==> src/rtl/btb_ctrl_pkg.sv <==
// Shared types and defaults for the BTB write-side controller.
// XLEN stands in for the system-wide PC width.
package btb_ctrl_pkg;

    localparam int unsigned XLEN            = 32;
    localparam int unsigned BTB_ENTRIES_DEF = 16;
    localparam int unsigned QDEPTH_DEF      = 4;
    localparam int unsigned STARVE_MAX_DEF  = 4;

    typedef struct packed {
        logic [XLEN-1:0] src_pc;
        logic [XLEN-1:0] dest_pc;
    } btb_upd_t;

    typedef enum logic [0:0] {
        IDLE,
        SWEEP
    } btb_ctrl_state_t;

    function automatic btb_upd_t make_upd(input logic [XLEN-1:0] src, input logic [XLEN-1:0] dest);
        btb_upd_t u;
        u.src_pc  = src;
        u.dest_pc = dest;
        return u;
    endfunction

endpackage

==> src/rtl/btb_update_ctrl_if.sv <==
// Bundle of update channels, flush control and BTB write port.
// btb_stall lets the BTB write port hold off the drain so updates can queue up.
interface btb_update_ctrl_if
    import btb_ctrl_pkg::*;
#(
    parameter int unsigned BTB_ENTRIES = BTB_ENTRIES_DEF,
    parameter int unsigned QDEPTH      = QDEPTH_DEF
);

    logic                           ex_upd_valid;
    logic [XLEN-1:0]                ex_upd_src_pc;
    logic [XLEN-1:0]                ex_upd_dest_pc;
    logic                           ex_upd_ready;

    logic                           rt_upd_valid;
    logic [XLEN-1:0]                rt_upd_src_pc;
    logic [XLEN-1:0]                rt_upd_dest_pc;
    logic                           rt_upd_ready;

    logic                           flush_req;
    logic                           flush_busy;

    logic                           btb_stall;
    logic                           btb_we;
    logic [XLEN-1:0]                btb_src_pc;
    logic [XLEN-1:0]                btb_dest_pc;
    logic                           btb_inval;
    logic [$clog2(BTB_ENTRIES)-1:0] btb_inval_idx;

    logic [$clog2(QDEPTH):0]        q_count;

    modport master (
        output ex_upd_valid, ex_upd_src_pc, ex_upd_dest_pc,
        output rt_upd_valid, rt_upd_src_pc, rt_upd_dest_pc,
        output flush_req, btb_stall,
        input  ex_upd_ready, rt_upd_ready, flush_busy,
        input  btb_we, btb_src_pc, btb_dest_pc, btb_inval, btb_inval_idx, q_count
    );

    modport slave (
        input  ex_upd_valid, ex_upd_src_pc, ex_upd_dest_pc,
        input  rt_upd_valid, rt_upd_src_pc, rt_upd_dest_pc,
        input  flush_req, btb_stall,
        output ex_upd_ready, rt_upd_ready, flush_busy,
        output btb_we, btb_src_pc, btb_dest_pc, btb_inval, btb_inval_idx, q_count
    );

endinterface

==> src/rtl/btb_upd_queue.sv <==
// Coalescing FIFO of pending BTB updates: a push whose src_pc is already queued
// overwrites that entry's dest_pc in place instead of appending.
module btb_upd_queue
    import btb_ctrl_pkg::*;
#(
    parameter int unsigned QDEPTH = QDEPTH_DEF
) (
    input  logic                    clock,
    input  logic                    reset,
    input  logic                    clear_i,
    input  logic                    push_i,
    input  btb_upd_t                push_data_i,
    input  logic                    pop_i,
    input  logic [XLEN-1:0]         match_pc_i,
    output logic                    hit_o,
    output btb_upd_t                head_o,
    output logic                    full_o,
    output logic                    empty_o,
    output logic [$clog2(QDEPTH):0] count_o
);

    localparam int unsigned PTR_W = $clog2(QDEPTH);
    localparam int unsigned CNT_W = PTR_W + 1;

    btb_upd_t          mem_q [QDEPTH];
    btb_upd_t          mem_d [QDEPTH];
    logic [PTR_W-1:0]  head_q, head_d;
    logic [PTR_W-1:0]  tail_q, tail_d;
    logic [CNT_W-1:0]  count_q, count_d;
    logic [PTR_W-1:0]  hit_idx;
    logic [PTR_W-1:0]  ofs;
    logic [QDEPTH-1:0] occ;

    always_comb begin : match
        hit_o   = 1'b0;
        hit_idx = '0;
        ofs     = '0;
        occ     = '0;
        for (int unsigned i = 0; i < QDEPTH; i++) begin
            ofs = PTR_W'(i) - head_q;
            // The head leaving this cycle cannot absorb an update; it appends instead.
            occ[i] = ({1'b0, ofs} < count_q) && !(pop_i && (ofs == '0));
            if (!hit_o && occ[i] && (mem_q[i].src_pc == match_pc_i)) begin
                hit_o   = 1'b1;
                hit_idx = PTR_W'(i);
            end
        end
    end

    always_comb begin : next_state
        mem_d   = mem_q;
        head_d  = head_q;
        tail_d  = tail_q;
        count_d = count_q;
        if (clear_i) begin
            head_d  = '0;
            tail_d  = '0;
            count_d = '0;
        end else begin
            if (pop_i) begin
                head_d = head_q + PTR_W'(1);
            end
            if (push_i) begin
                if (hit_o) begin
                    mem_d[hit_idx].dest_pc = push_data_i.dest_pc;
                end else begin
                    mem_d[tail_q] = push_data_i;
                    tail_d        = tail_q + PTR_W'(1);
                end
            end
            count_d = count_q + CNT_W'(push_i && !hit_o) - CNT_W'(pop_i);
        end
    end

    always_ff @(posedge clock or negedge reset) begin
        if (!reset) begin
            for (int unsigned i = 0; i < QDEPTH; i++) begin
                mem_q[i] <= '0;
            end
            head_q  <= '0;
            tail_q  <= '0;
            count_q <= '0;
        end else begin
            mem_q   <= mem_d;
            head_q  <= head_d;
            tail_q  <= tail_d;
            count_q <= count_d;
        end
    end

    assign head_o  = mem_q[head_q];
    assign full_o  = (count_q == CNT_W'(QDEPTH));
    assign empty_o = (count_q == '0);
    assign count_o = count_q;

endmodule

==> src/rtl/btb_update_ctrl.sv <==
// BTB write-side controller: arbitrates ex/retire updates into a coalescing queue,
// drains one update per cycle to the BTB and sequences the invalidate sweep on flush.
module btb_update_ctrl
    import btb_ctrl_pkg::*;
#(
    parameter int unsigned BTB_ENTRIES = BTB_ENTRIES_DEF,
    parameter int unsigned QDEPTH      = QDEPTH_DEF,
    parameter int unsigned STARVE_MAX  = STARVE_MAX_DEF
) (
    input logic              clock,
    input logic              reset,
    btb_update_ctrl_if.slave bus
);

    localparam int unsigned      IDX_W      = $clog2(BTB_ENTRIES);
    localparam int unsigned      CNT_W      = $clog2(QDEPTH) + 1;
    localparam int unsigned      SW         = $clog2(STARVE_MAX + 1);
    localparam logic [IDX_W-1:0] LAST_IDX   = IDX_W'(BTB_ENTRIES - 1);
    localparam logic [SW-1:0]    STARVE_TOP = SW'(STARVE_MAX);

    btb_ctrl_state_t  state_q, state_d;
    logic [IDX_W-1:0] sweep_idx_q, sweep_idx_d;
    logic [SW-1:0]    starve_q, starve_d;
    logic             btb_we_q, btb_we_d;
    btb_upd_t         btb_upd_q, btb_upd_d;

    logic             rt_force;
    logic             sel_rt;
    logic             sel_ex;
    logic             accept_ok;
    logic             ex_gnt;
    logic             rt_gnt;
    btb_upd_t         sel_upd;
    btb_upd_t         q_head;
    logic             q_push;
    logic             q_pop;
    logic             q_hit;
    logic             q_full;
    logic             q_empty;
    logic [CNT_W-1:0] q_count;

    // ex has fixed priority; retire wins when ex is idle or it has lost STARVE_MAX times.
    always_comb begin : arbiter
        rt_force  = bus.rt_upd_valid && (starve_q == STARVE_TOP);
        sel_rt    = bus.rt_upd_valid && (!bus.ex_upd_valid || rt_force);
        sel_ex    = bus.ex_upd_valid && !sel_rt;
        sel_upd   = sel_rt ? make_upd(bus.rt_upd_src_pc, bus.rt_upd_dest_pc)
                           : make_upd(bus.ex_upd_src_pc, bus.ex_upd_dest_pc);
        accept_ok = (state_q == IDLE) && !bus.flush_req && (!q_full || q_hit);
        ex_gnt    = sel_ex && accept_ok;
        rt_gnt    = sel_rt && accept_ok;
        q_push    = ex_gnt || rt_gnt;
        q_pop     = (state_q == IDLE) && !bus.flush_req && !bus.btb_stall && !q_empty;
    end

    btb_upd_queue #(
        .QDEPTH (QDEPTH)
    ) u_queue (
        .clock       (clock),
        .reset       (reset),
        .clear_i     (bus.flush_req),
        .push_i      (q_push),
        .push_data_i (sel_upd),
        .pop_i       (q_pop),
        .match_pc_i  (sel_upd.src_pc),
        .hit_o       (q_hit),
        .head_o      (q_head),
        .full_o      (q_full),
        .empty_o     (q_empty),
        .count_o     (q_count)
    );

    always_comb begin : dp_next
        starve_d = starve_q;
        if (rt_gnt) begin
            starve_d = '0;
        end else if (bus.rt_upd_valid && ex_gnt && (starve_q != STARVE_TOP)) begin
            starve_d = starve_q + SW'(1);
        end
        btb_we_d  = q_pop;
        btb_upd_d = q_pop ? q_head : btb_upd_q;
    end

    always_ff @(posedge clock or negedge reset) begin
        if (!reset) begin
            starve_q  <= '0;
            btb_we_q  <= 1'b0;
            btb_upd_q <= '0;
        end else begin
            starve_q  <= starve_d;
            btb_we_q  <= btb_we_d;
            btb_upd_q <= btb_upd_d;
        end
    end

    always_ff @(posedge clock or negedge reset) begin
        if (!reset) begin
            state_q     <= IDLE;
            sweep_idx_q <= '0;
        end else begin
            state_q     <= state_d;
            sweep_idx_q <= sweep_idx_d;
        end
    end

    // A flush in either state (re)starts the sweep at entry 0.
    always_comb begin : fsm_next
        state_d     = state_q;
        sweep_idx_d = sweep_idx_q;
        unique case (state_q)
            IDLE: begin
                if (bus.flush_req) begin
                    state_d     = SWEEP;
                    sweep_idx_d = '0;
                end
            end
            SWEEP: begin
                if (bus.flush_req) begin
                    sweep_idx_d = '0;
                end else if (sweep_idx_q == LAST_IDX) begin
                    state_d = IDLE;
                end else begin
                    sweep_idx_d = sweep_idx_q + IDX_W'(1);
                end
            end
            default: begin
                state_d = IDLE;
            end
        endcase
    end

    always_comb begin : fsm_out
        bus.ex_upd_ready  = ex_gnt;
        bus.rt_upd_ready  = rt_gnt;
        bus.flush_busy    = (state_q == SWEEP);
        bus.btb_inval     = (state_q == SWEEP);
        bus.btb_inval_idx = sweep_idx_q;
        bus.btb_we        = btb_we_q;
        bus.btb_src_pc    = btb_upd_q.src_pc;
        bus.btb_dest_pc   = btb_upd_q.dest_pc;
        bus.q_count       = q_count;
    end

endmodule

==> src/flat_wrapper.sv <==
// flat-port wrapper written by rule: the top's interface ports become plain ports
module btb_update_ctrl_flat import btb_ctrl_pkg::*;
#(
    parameter int unsigned BTB_ENTRIES = BTB_ENTRIES_DEF,
    parameter int unsigned QDEPTH      = QDEPTH_DEF,
    parameter int unsigned STARVE_MAX  = STARVE_MAX_DEF
)
  (clock, reset, bus_ex_upd_valid, bus_ex_upd_src_pc, bus_ex_upd_dest_pc, bus_rt_upd_valid, bus_rt_upd_src_pc, bus_rt_upd_dest_pc, bus_flush_req, bus_btb_stall, bus_ex_upd_ready, bus_rt_upd_ready, bus_flush_busy, bus_btb_we, bus_btb_src_pc, bus_btb_dest_pc, bus_btb_inval, bus_btb_inval_idx, bus_q_count);
  btb_update_ctrl_if #(.BTB_ENTRIES(BTB_ENTRIES), .QDEPTH(QDEPTH)) bus_i ();
  input logic clock;
  input logic reset;
  input wire logic [$bits(bus_i.ex_upd_valid)-1:0] bus_ex_upd_valid;
  input wire logic [$bits(bus_i.ex_upd_src_pc)-1:0] bus_ex_upd_src_pc;
  input wire logic [$bits(bus_i.ex_upd_dest_pc)-1:0] bus_ex_upd_dest_pc;
  input wire logic [$bits(bus_i.rt_upd_valid)-1:0] bus_rt_upd_valid;
  input wire logic [$bits(bus_i.rt_upd_src_pc)-1:0] bus_rt_upd_src_pc;
  input wire logic [$bits(bus_i.rt_upd_dest_pc)-1:0] bus_rt_upd_dest_pc;
  input wire logic [$bits(bus_i.flush_req)-1:0] bus_flush_req;
  input wire logic [$bits(bus_i.btb_stall)-1:0] bus_btb_stall;
  output wire logic [$bits(bus_i.ex_upd_ready)-1:0] bus_ex_upd_ready;
  output wire logic [$bits(bus_i.rt_upd_ready)-1:0] bus_rt_upd_ready;
  output wire logic [$bits(bus_i.flush_busy)-1:0] bus_flush_busy;
  output wire logic [$bits(bus_i.btb_we)-1:0] bus_btb_we;
  output wire logic [$bits(bus_i.btb_src_pc)-1:0] bus_btb_src_pc;
  output wire logic [$bits(bus_i.btb_dest_pc)-1:0] bus_btb_dest_pc;
  output wire logic [$bits(bus_i.btb_inval)-1:0] bus_btb_inval;
  output wire logic [$bits(bus_i.btb_inval_idx)-1:0] bus_btb_inval_idx;
  output wire logic [$bits(bus_i.q_count)-1:0] bus_q_count;
  assign bus_i.ex_upd_valid = bus_ex_upd_valid;
  assign bus_i.ex_upd_src_pc = bus_ex_upd_src_pc;
  assign bus_i.ex_upd_dest_pc = bus_ex_upd_dest_pc;
  assign bus_i.rt_upd_valid = bus_rt_upd_valid;
  assign bus_i.rt_upd_src_pc = bus_rt_upd_src_pc;
  assign bus_i.rt_upd_dest_pc = bus_rt_upd_dest_pc;
  assign bus_i.flush_req = bus_flush_req;
  assign bus_i.btb_stall = bus_btb_stall;
  assign bus_ex_upd_ready = bus_i.ex_upd_ready;
  assign bus_rt_upd_ready = bus_i.rt_upd_ready;
  assign bus_flush_busy = bus_i.flush_busy;
  assign bus_btb_we = bus_i.btb_we;
  assign bus_btb_src_pc = bus_i.btb_src_pc;
  assign bus_btb_dest_pc = bus_i.btb_dest_pc;
  assign bus_btb_inval = bus_i.btb_inval;
  assign bus_btb_inval_idx = bus_i.btb_inval_idx;
  assign bus_q_count = bus_i.q_count;
  btb_update_ctrl #(.BTB_ENTRIES(BTB_ENTRIES), .QDEPTH(QDEPTH), .STARVE_MAX(STARVE_MAX)) u_core (.clock(clock), .reset(reset), .bus(bus_i));
endmodule
==> config.mk <==
export PLATFORM = sky130hd
export DESIGN_NAME = btb_update_ctrl_flat
export DESIGN_NICKNAME = d
export VERILOG_FILES = /design/src/rtl/btb_ctrl_pkg.sv /design/src/rtl/btb_update_ctrl_if.sv /design/src/rtl/btb_upd_queue.sv /design/src/rtl/btb_update_ctrl.sv /design/src/flat_wrapper.sv
export SDC_FILE = /design/constraint.sdc
export NUM_CORES = 1
export LEC_CHECK = 0
export ABC_AREA = 1
export CAP_MARGIN = 20
export CORE_ASPECT_RATIO = 1.1
export CORE_MARGIN = 1
export CORE_UTILIZATION = 35
export DETAILED_ROUTE_END_ITERATION = 12
export SYNTH_ARGS = -nofsm -noshare
export SYNTH_HDL_FRONTEND = slang
export SYNTH_SLANG_ARGS = --single-unit
==> constraint.sdc <==
create_clock -name clock -period 5.6 [get_ports clock]
set_input_delay 1.12 -clock clock [delete_from_list [all_inputs] [get_ports clock]]
set_output_delay 1.12 -clock clock [all_outputs]
set_load 0.02 [all_outputs]
==> flow_summary.yaml <==
pwr:
  total_power_mw: 5.547
  seqPwrFrac: 0.439
  leakagePower_nw: 11.76
  swShare: 0.2509
  pwr-share-comb: 0.094
  power.internal_mw: 4.155
  power_density_nw_per_um2: 236.8
  p_clk_frac: 0.468
  ir_worst_vdd_mv: 0.1677
  p_switching_mw: 1.392
global_routing:
  overflow: 0
  grt_first_pass_wirelength_mm: 104.5
  antenna_found_initial: 0
  grt_max_degree: 118
  grt_pass1_vias: 18100
  grt_usage: 0.2470
timing:
  rsz0062_at_grt: "false"
  slew_viol_final: 0
  timing.hold.ws_ns: 0.4642
  setup_viol: 0
  min_period_ns: 5.360
  relSlewSlack: 0.2302
  fin_setup_tns_ns: 0
  setup_ws_ns: 0.2398
  tightest_slew_ns: 1.155
  clock_skew_ns: 0.01884
  max_freq_ghz: 0.1866
  finalCritPeriodShare: 0.9572
  finalHoldViolations: 0
yosys:
  synth-main-ff-cell: "dfrtp_1"
  synth_top_area_frac: 0.4444
  synth_cells: 2717
  synth_edf_count: 0
  synth_top_area_cell: "dfrtp_1"
  ys_async_sr_fraction: 1.000
  synth_cell_type_count: 37
  netlist_top_cells_area: "dfrtp_1 44%, nand2_1 20%, nand3_1 9.8%"
  seq_area_frac_synth: 0.4444
  yosys-top-cells-count: "994 x nand2_1, 369 x nand3_1, 336 x dfrtp_1, 274 x nor2_1, 176 x inv_1"
  ys_ff_latch: 336
  ys_warn_count: 0
  synthesis.nets: 2869
  synthesis.area_um2: 18920
  synth_most_common_cell: "nand2_1"
  syn_area_per_cell_um2: 6.964
routing:
  dr.pass1.iters: 5
  drc_errors: 0
  post_drt_wl_per_cell_um: 18.60
  ant_nets: 0
  wl_mm: 68.28
  drtIter0Drc: 1690
  num_vias: 18960
  viasPerCell: 5.165
placed_design:
  place_hpwl_mm: 44.58
  io_buffers: 209
  gp_congestion: 0.9681
  place_ws_ns: -0.3888
clocking:
  h-tree-depth: 2
  clock_sinks: 336
  clockRootBuffer: "clkbuf_16"
  clockBufferDepth: 3
  clk_pin_slew_ns: 0.06
  clock_latency_ns: 0.58
  cts_setup_buffers: 0
  ctsHoldBuffers: 0
  cts_resized: 3
  numCtsBuffers: 40
  cts_tree: "yes"
worst_setup_path:
  cpMaxStageDelayCell: "clkdlybuf4s50_1"
  r2r_setup_slack_ns: 1.25
  critical_path_class: "in2out"
  endpoint_kind: "output pin"
  path_cells: "clkdlybuf4s50_1 > nand2_2 > nand2_4 > buf_16 > buf_12 > nand2_1 > nand2_2 > inv_2 > nand2_1 > nand2_1 > nor2_1 > nand3b_1 > nor2_1 > nand3_1 > nor2_1 > nor2_2 > nand2_2 > nand3_1 > nor2_2 > clkdlybuf4s15_1"
  cpLargestDelayFamily: "simple AND/OR/NAND/NOR gates"
  cpPeakStageDelay_ns: 0.51
  crit_buf_inv: 5
  arrival_ns: 4.24
  cp.required_ns: 4.48
  startpoint_type: "input pin"
  path_max_fanout: 43
floorplan:
  die_y_um: 245.9
  rows: 89
  die_area_um2: 55000
  die_w_um: 223.7
  start_util: 0.3533
  io_pins: 210
  core_um2: 53560
layout:
  fill_cells: 5525
  drive_gt1_frac: 0.07407
  final_util: 0.4374
  syn_to_final_growth_pct: 23.82
  layout.area.seq_um2: 8413
  multi_input_area_um2: 9100
  nNetsFinal: 3065
  antennaDiodeCount: 0
run:
  cap_viol_max_count: 0
min_path:
  hold_path.class: "reg2reg"
run_status:
  outcome: "completed"
[flip-flops by register name (all words and copies together), names as in the netlist]
register                  flops
u_core.u_queue.mem_q        256
u_core.bus.btb_dest_pc       32
u_core.bus.btb_src_pc        32
u_core.bus.btb_inval_idx      4
u_core.starve_q               3
u_core.u_queue.count_o        3
u_core.u_queue.head_q         2
u_core.u_queue.tail_q         2
u_core.bus.btb_inval          1
u_core.bus.btb_we             1
[worst paths after layout]
kind / start / to / depth (start not counted)
max reg2reg: u_core.u_queue.head_q[1] / u_core.u_queue.count_o[2] / 21
min: u_core.u_queue.mem_q[135] / u_core.u_queue.mem_q[135] / 2
min reg2reg: u_core.u_queue.mem_q[135] / u_core.u_queue.mem_q[135] / 2
min in group asynchronous: reset / u_core.u_queue.mem_q[182] / 1
max: bus_ex_upd_valid / bus_ex_upd_ready / 20
max in group asynchronous: reset / u_core.u_queue.mem_q[10] / 2
[stage by stage]
stage	instances	instance area, um2
global route	3671	23430
CTS	3671	23400
global placement	3599	22080
floorplan	2717	18920
finish	3671	23430
detailed placement	3599	22080
[area by class of cell]
| class | instances | area share |
|---|---|---|
| Multi-Input combinational cell | 2034 | 0.3884 |
| Inverter | 188 | 0.03028 |
| Timing Repair Buffer | 313 | 0.1280 |
| Clock buffer | 58 | 0.05078 |
| Tap cell | 728 | 0.03888 |
| Clock inverter | 14 | 0.004593 |
| Sequential cell | 336 | 0.3591 |
[tightest hold or removal path: stages (launching register included)]
cell,delay [ns]
dfrtp_1,0.33
nand2_1,0.05
nand2_1,0.05
[metal layers]
layer | wire length [um] | GRT usage | vias up | share of wire
met2 | 33040 | 0.4218 | 780 | 0.48
met3 | 4745 | 0.03178 | 104 | 0.069
met1 | 28410 | 0.3178 | 8984 | 0.42
met4 | 2081 | 0.09347 | 0 | 0.030
met5 | 0 | 0 | - | 0
li1 | - | - | 9094 | -
[power by group through the flow]
stage | Combinational, mW | Clock, mW | Sequential, mW
global route | 0.569 | 2.75 | 2.43
detailed placement | 0.514 | 0 | 2.48
finish | 0.519 | 2.60 | 2.43
floorplan | 0.208 | 0 | 2.48
CTS | 0.518 | 2.66 | 2.43
global placement | 0.512 | 0 | 2.48
[logic make-up (layout without fill, tap and decap cells)]
family | Yosys count | after routing | synth area share
simple gates | 1696 | 1696 | 0.3698
xor+xnor | 18 | 18 | 0.008332
fa+ha+maj | 18 | 18 | 0.01230
compound gates | 302 | 302 | 0.08695
buf+inv | 347 | 573 | 0.07829
flops | 336 | 336 | 0.4444
[cells in the final DEF (no fill, tap or decap), drive strengths merged]
master            n
clkinvlp          2
clkdlybuf4s50   205
nor4              3
a21boi            1
nand3b           15
or2               2
nor2            277
o2111ai           2
nor3              5
xor2             14
ha               17
buf             106
xnor2             4
o211ai            8
clkinv           11
o21ai           157
o22ai             3
o221ai            1
inv             188
clkdlybuf4s15     1
dfrtp           336
a21oi            65
fa                1
dlymetal6s2s      1
bufinv            1
o21bai            1
a31oi            64
nand4            10
clkbuf           58
nand2          1014
nand3           370
Power figures use the tool's default switching activity.
